**config.mk**
```make
export PLATFORM = sky130hd
export DESIGN_NAME = uart_mon_ctrl
export DESIGN_NICKNAME = d
export VERILOG_FILES = /design/src/rtl/uart_mon_ctrl.sv
export SDC_FILE = /design/constraint.sdc
export NUM_CORES = 1
export LEC_CHECK = 0
export CAP_MARGIN = 40
export CORE_MARGIN = 2
export CORE_UTILIZATION = 54
export CTS_CLUSTER_DIAMETER = 40
export DETAILED_ROUTE_END_ITERATION = 6
export PLACE_DENSITY_LB_ADDON = 0.12
export SLEW_MARGIN = 30
export SYNTH_ARGS = -nofsm -noshare
export SYNTH_HDL_FRONTEND = slang
export SYNTH_SLANG_ARGS = --single-unit
export TNS_END_PERCENT = 30
```
**constraint.sdc**
```tcl
create_clock -name clk -period 5 [get_ports clk]
set_input_delay 1 -clock clk [delete_from_list [all_inputs] [get_ports clk]]
set_output_delay 1 -clock clk [all_outputs]
set_load 0.02 [all_outputs]
```
**src/rtl/uart_mon_ctrl.sv**
```systemverilog
// UART monitor command sequencer: parses host frames from the rx byte stream,
// runs 32-bit bus reads/writes or CPU reset-hold control, and streams responses.
module uart_mon_ctrl #(
  parameter int ADDR_W      = 32,
  parameter int ACK_TIMEOUT = 255
) (
  input  logic              clk,
  input  logic              rst_n,
  input  logic              rx_data_valid,
  input  logic [7:0]        rx_data,
  input  logic              rx_block_timeout,
  input  logic              tx_bsy,
  output logic              tx_send_trig,
  output logic [7:0]        tx_send_data,
  output logic              mem_req,
  output logic              mem_we,
  output logic [ADDR_W-1:0] mem_addr,
  output logic [31:0]       mem_wdata,
  input  logic              mem_ack,
  input  logic [31:0]       mem_rdata,
  output logic              cpu_rst_hold,
  output logic              busy
);

  localparam int TCLOG = $clog2(ACK_TIMEOUT + 1);
  localparam int TW    = (TCLOG > 8) ? TCLOG : 8;

  localparam logic [TW-1:0] TMO_LAST = TW'(ACK_TIMEOUT - 1);
  localparam logic [TW-1:0] TMO_MAX  = '1;

  localparam logic [7:0] OP_R = 8'h52;
  localparam logic [7:0] OP_W = 8'h57;
  localparam logic [7:0] OP_C = 8'h43;
  localparam logic [7:0] ACK  = 8'h06;
  localparam logic [7:0] NAK  = 8'h15;

  typedef enum logic [2:0] {
    IDLE,
    GET_ADDR,
    GET_DATA,
    GET_CTRL,
    BUS,
    TX_LOAD,
    TX_WAIT_HI,
    TX_WAIT_LO
  } state_e;

  state_e        state_q, state_d;
  logic          we_q, we_d;
  logic [1:0]    cnt_q, cnt_d;
  logic [31:0]   addr_q, addr_d;
  logic [31:0]   wdata_q, wdata_d;
  logic [31:0]   resp_q, resp_d;
  logic [2:0]    len_q, len_d;
  logic [TW-1:0] tmo_q, tmo_d;
  logic          hold_q, hold_d;

  logic byte_v;
  logic abort;

  // A block timeout in the same cycle as a byte discards that byte.
  assign byte_v = rx_data_valid & ~rx_block_timeout;
  assign abort  = rx_block_timeout;

  always_ff @(posedge clk or negedge rst_n) begin
    if (!rst_n) begin
      state_q <= IDLE;
      we_q    <= 1'b0;
      cnt_q   <= '0;
      addr_q  <= '0;
      wdata_q <= '0;
      resp_q  <= '0;
      len_q   <= '0;
      tmo_q   <= '0;
      hold_q  <= 1'b1;
    end else begin
      state_q <= state_d;
      we_q    <= we_d;
      cnt_q   <= cnt_d;
      addr_q  <= addr_d;
      wdata_q <= wdata_d;
      resp_q  <= resp_d;
      len_q   <= len_d;
      tmo_q   <= tmo_d;
      hold_q  <= hold_d;
    end
  end

  always_comb begin
    state_d = state_q;
    we_d    = we_q;
    cnt_d   = cnt_q;
    addr_d  = addr_q;
    wdata_d = wdata_q;
    resp_d  = resp_q;
    len_d   = len_q;
    tmo_d   = tmo_q;
    hold_d  = hold_q;

    unique case (state_q)
      IDLE: begin
        cnt_d = '0;
        if (byte_v) begin
          unique case (1'b1)
            (rx_data == OP_R): begin
              we_d    = 1'b0;
              state_d = GET_ADDR;
            end
            (rx_data == OP_W): begin
              we_d    = 1'b1;
              state_d = GET_ADDR;
            end
            (rx_data == OP_C): begin
              state_d = GET_CTRL;
            end
            default: begin
              resp_d  = {24'h0, NAK};
              len_d   = 3'd1;
              state_d = TX_LOAD;
            end
          endcase
        end
      end

      GET_ADDR: begin
        if (abort) begin
          state_d = IDLE;
        end else if (byte_v) begin
          addr_d = {rx_data, addr_q[31:8]};
          cnt_d  = cnt_q + 2'd1;
          if (cnt_q == 2'd3) begin
            tmo_d   = '0;
            state_d = we_q ? GET_DATA : BUS;
          end
        end
      end

      GET_DATA: begin
        if (abort) begin
          state_d = IDLE;
        end else if (byte_v) begin
          wdata_d = {rx_data, wdata_q[31:8]};
          cnt_d   = cnt_q + 2'd1;
          if (cnt_q == 2'd3) begin
            tmo_d   = '0;
            state_d = BUS;
          end
        end
      end

      GET_CTRL: begin
        if (abort) begin
          state_d = IDLE;
        end else if (byte_v) begin
          hold_d  = rx_data[0];
          resp_d  = {24'h0, ACK};
          len_d   = 3'd1;
          state_d = TX_LOAD;
        end
      end

      BUS: begin
        if (mem_ack) begin
          resp_d  = we_q ? {24'h0, ACK} : mem_rdata;
          len_d   = we_q ? 3'd1 : 3'd4;
          state_d = TX_LOAD;
        end else if (tmo_q == TMO_LAST) begin
          resp_d  = {24'h0, NAK};
          len_d   = 3'd1;
          state_d = TX_LOAD;
        end else if (tmo_q != TMO_MAX) begin
          tmo_d = tmo_q + TW'(1);
        end
      end

      TX_LOAD: begin
        if (!tx_bsy) begin
          state_d = TX_WAIT_HI;
        end
      end

      TX_WAIT_HI: begin
        if (tx_bsy) begin
          state_d = TX_WAIT_LO;
        end
      end

      TX_WAIT_LO: begin
        if (!tx_bsy) begin
          resp_d = {8'h0, resp_q[31:8]};
          if (len_q > 3'd1) begin
            len_d   = len_q - 3'd1;
            state_d = TX_LOAD;
          end else begin
            len_d   = '0;
            state_d = IDLE;
          end
        end
      end

      default: begin
        state_d = IDLE;
      end
    endcase
  end

  assign mem_req      = (state_q == BUS);
  assign mem_we       = mem_req & we_q;
  assign mem_wdata    = wdata_q;
  assign tx_send_trig = (state_q == TX_LOAD) & ~tx_bsy;
  assign tx_send_data = resp_q[7:0];
  assign cpu_rst_hold = hold_q;
  assign busy         = (state_q != IDLE);

  generate
    if (ADDR_W <= 32) begin : g_addr_trunc
      assign mem_addr = addr_q[ADDR_W-1:0];
    end else begin : g_addr_ext
      assign mem_addr = {{(ADDR_W-32){1'b0}}, addr_q};
    end
  endgenerate

endmodule

```
==> impl_results.md <==
- Status: finished clean
- Finish-stage setup viols: 0
- Multi-input logic area: 0.00218 mm²
- Hold Path Class: in -> async
- Vias in the first global route: 3674
- CTS tree: built
- Clock skew: 8.34 ps
- Hold Buf Count CTS: 0
- DRT antenna net count: 0
- Core Region: 0.00959 mm²
- Clk Latency, worst-skew pair: 510 ps
- Fillers: 684
- Synthesized cell area: 0.00526 mm²
- Seq pwr share: 0.352
- Final wirelength: 11.3 mm
- Finished Core Util: 0.735
- CTS max path bufs: 2
- Crit. End Element: output port
- Worst vdd ir: 0.362 mV
- Layout net count: 565
- Initial antenna violation count: 0
- Overall routing resource usage: 0.230
- Final Max Tran Viols: 0
- Pre-antenna DRT Iters: 5
- Seq/Total Area, Yosys: 0.543
- Power per cell area: 576 mW/mm²
- Library cells used by synthesis: 55
- Share of the synthesized area in the top cell type: 0.538
- Clock sink total: 114
- FF+latch area: 0.00285 mm²
- CTS clock-pin slew for the worst setup and hold paths: 50 ps
- Share of post-route cells with drive strength above 1: 0.255
- Net Sw Frac: 0.347
- Yosys reg bits: 114
- Tmin final: 3750 ps
- FP Rows: 36
- DRT iter0 DRCs: 158
- WL/cell: 17.1 µm
- Clock power frac: 0.258
- Ports: 123
- Main synth FF type: dfrtp_1
- P_sw: 1410 µW
- Reg2reg path depth: 7
- Fin crit share: 0.750
- Cts bufs inserted: 17
- Crit Path Max Fanout: 19
- Initial core utilization: 0.548
- CTS-repair resized insts: 0
- Grt ovf: 0
- CP required: 4000 ps
- Max Freq: 267 MHz
- Syn avg cell area: 13.2 µm²
- Die width: 103 µm
- Setup tns final: 0 ps
- RSZ-0062 raised after global routing: false
- Vias: 3704
- Final HPWL DP: 7.75 mm
- Crit path launch: state_q[2]$_DFFE_PN0P_
- Critical path arrival: 2750 ps
- Die area: 0.0105 mm²
- Max Cap Violations: 0
- Slew HR: 0.562
- Crit start category: register
- Area delta synth->final: 34.1%
- Htree depth: 4
- Vias per cell: 5.63
- Die Ht: 103 µm
- Asr flop ratio synth: 1.00
- Post-synth EDFFs: 0
- Root buf cell: clkbuf_8
- Synth area leaders: dfrtp_1, mux2_2, mux2_4, a22o_1, buf_6
- First-pass GRT wire length: 18.4 mm
- Pleak: 0.00322 µW
- Power Total: 4060 µW
- Post-CTS Setup Bufs: 0
- Internal: 2650 µW
- Post-Syn Instances: 397
- Fin. Hold Viols: 0
- Slew @ Worst Pin: 656 ps
- ANT cells: 0
- Gate power share: 0.390
- Largest net degree at the start of global routing: 49
- Placer Congestion: 0.899
- Yosys warning count: 0
- CP Class: reg -> out
- R2R Path Start: state_q[0]$_DFFE_PN0P_
- Area leader, netlist: dfrtp_1
- Synth Net Count: 448
- I/O Buffers: 122
- Post-route DRC: 0
## through the flow
step	setup slack [ps]	hold slack, ps	cells	cell area [µm²]
finish	1250	381	658	7050
global route	1100	385	658	7050
CTS	1240	372	657	7040
detailed placement	1180	473	627	6520
global placement	1290	460	626	6480
floorplan	2370	443	397	5260
## placed cells by master (no fill, tap or decap), types with 5 or more instances in the layout
| master | n |
|---|---|
| nand3_1 | 7 |
| nand2_1 | 17 |
| clkdlybuf4s50_1 | 121 |
| clkbuf_16 | 16 |
| nor2_1 | 9 |
| buf_4 | 5 |
| ha_1 | 5 |
| dfrtp_1 | 113 |
| inv_1 | 9 |
| o21ai_0 | 9 |
| a22o_1 | 31 |
| mux2_4 | 20 |
| and3_1 | 5 |
| mux2_2 | 69 |
| a21oi_1 | 6 |
| clkbuf_8 | 6 |
## routing by layer
metal | vias up | part of all wire | track usage
li1 | 1703 | - | -
met1 | 1891 | 0.46 | 0.312
met2 | 100 | 0.48 | 0.351
met3 | 10 | 0.054 | 0.0719
met4 | 0 | 0.0099 | 0.0862
met5 | - | 0 | 0
## critical path, cell delays in order, from the launching register on
cell	delay, ps
dfrtp_1	680
or3b_1	610
inv_2	200
and2_1	140
clkdlybuf4s50_1	590
## synthesized netlist by cell type (2+ instances only)
cell type and n:
o31ai_1 4, dfrtp_1 113, nand2_1 17, nor4b_1 2, nand3b_1 2, maj3_1 2
nor4_1 2, a31oi_1 3, ha_1 5, nand4_1 2, o22a_1 3, mux2_2 69
a22o_1 31, buf_6 6, nor3b_1 2, buf_4 8, mux2_4 20, nor3_1 4
a21oi_1 6, nand3_1 7, inv_1 9, a221o_1 3, o32a_1 2, nor2_1 10
a2111oi_0 2, clkbuf_1 13, or3_1 2, nand2b_1 3, o211ai_1 4, o22ai_1 2
buf_2 2, and3_1 6, o21ai_0 9
## power by group through the flow
| stage | Combinational, µW | Sequential [µW] | Clock [µW] |
|---|---|---|---|
| after floorplan | 938 | 1540 | 0 |
| after global placement | 1540 | 1430 | 0 |
| after detailed placement | 1570 | 1440 | 0 |
| after CTS | 1580 | 1430 | 1070 |
| after global routing | 1700 | 1480 | 1120 |
| final | 1580 | 1430 | 1050 |
## layout make-up
class                   count  share of cell area
multi-input cells         243               0.310
flip-flops and latches    114               0.405
repair buffers            128               0.183
clock buffers              25              0.0701
clock inverters             5             0.00390
well taps                 133              0.0236
inverters                  10             0.00532
## kinds of logic (layout without fill, tap and decap cells)
group	count (synthesis)	in the layout	share of synthesized area
flops	114	114	0.543
mux	89	89	0.205
compound gates	78	78	0.119
simple gates	67	67	0.0707
buf+inv	40	168	0.0433
fa+ha+maj	7	7	0.0157
xor+xnor	2	2	0.00333
## worst paths after layout
| check | end | slack, ps |
|---|---|---|
| max reg2reg | resp_q[13]$_DFFE_PN0P_ | 2030 |
| max in group asynchronous | cpu_rst_hold$_DFFE_PN1P_ | 3480 |
| min in group clk | tmo_q[4]$_DFFE_PN0P_ | 480 |
| min | mem_wdata[10]$_DFFE_PN0P_ | 380 |
| min reg2reg | tmo_q[4]$_DFFE_PN0P_ | 480 |
| max | mem_we | 1250 |
## flip-flops by register name, indices dropped and copies added, names as in the netlist
signal	flops
cnt_q	2
cpu_rst_hold	1
len_q	3
mem_addr	32
mem_wdata	32
resp_q	32
state_q	3
tmo_q	8
we_q	1
Note: power is estimated with default switching activity, not from simulation.
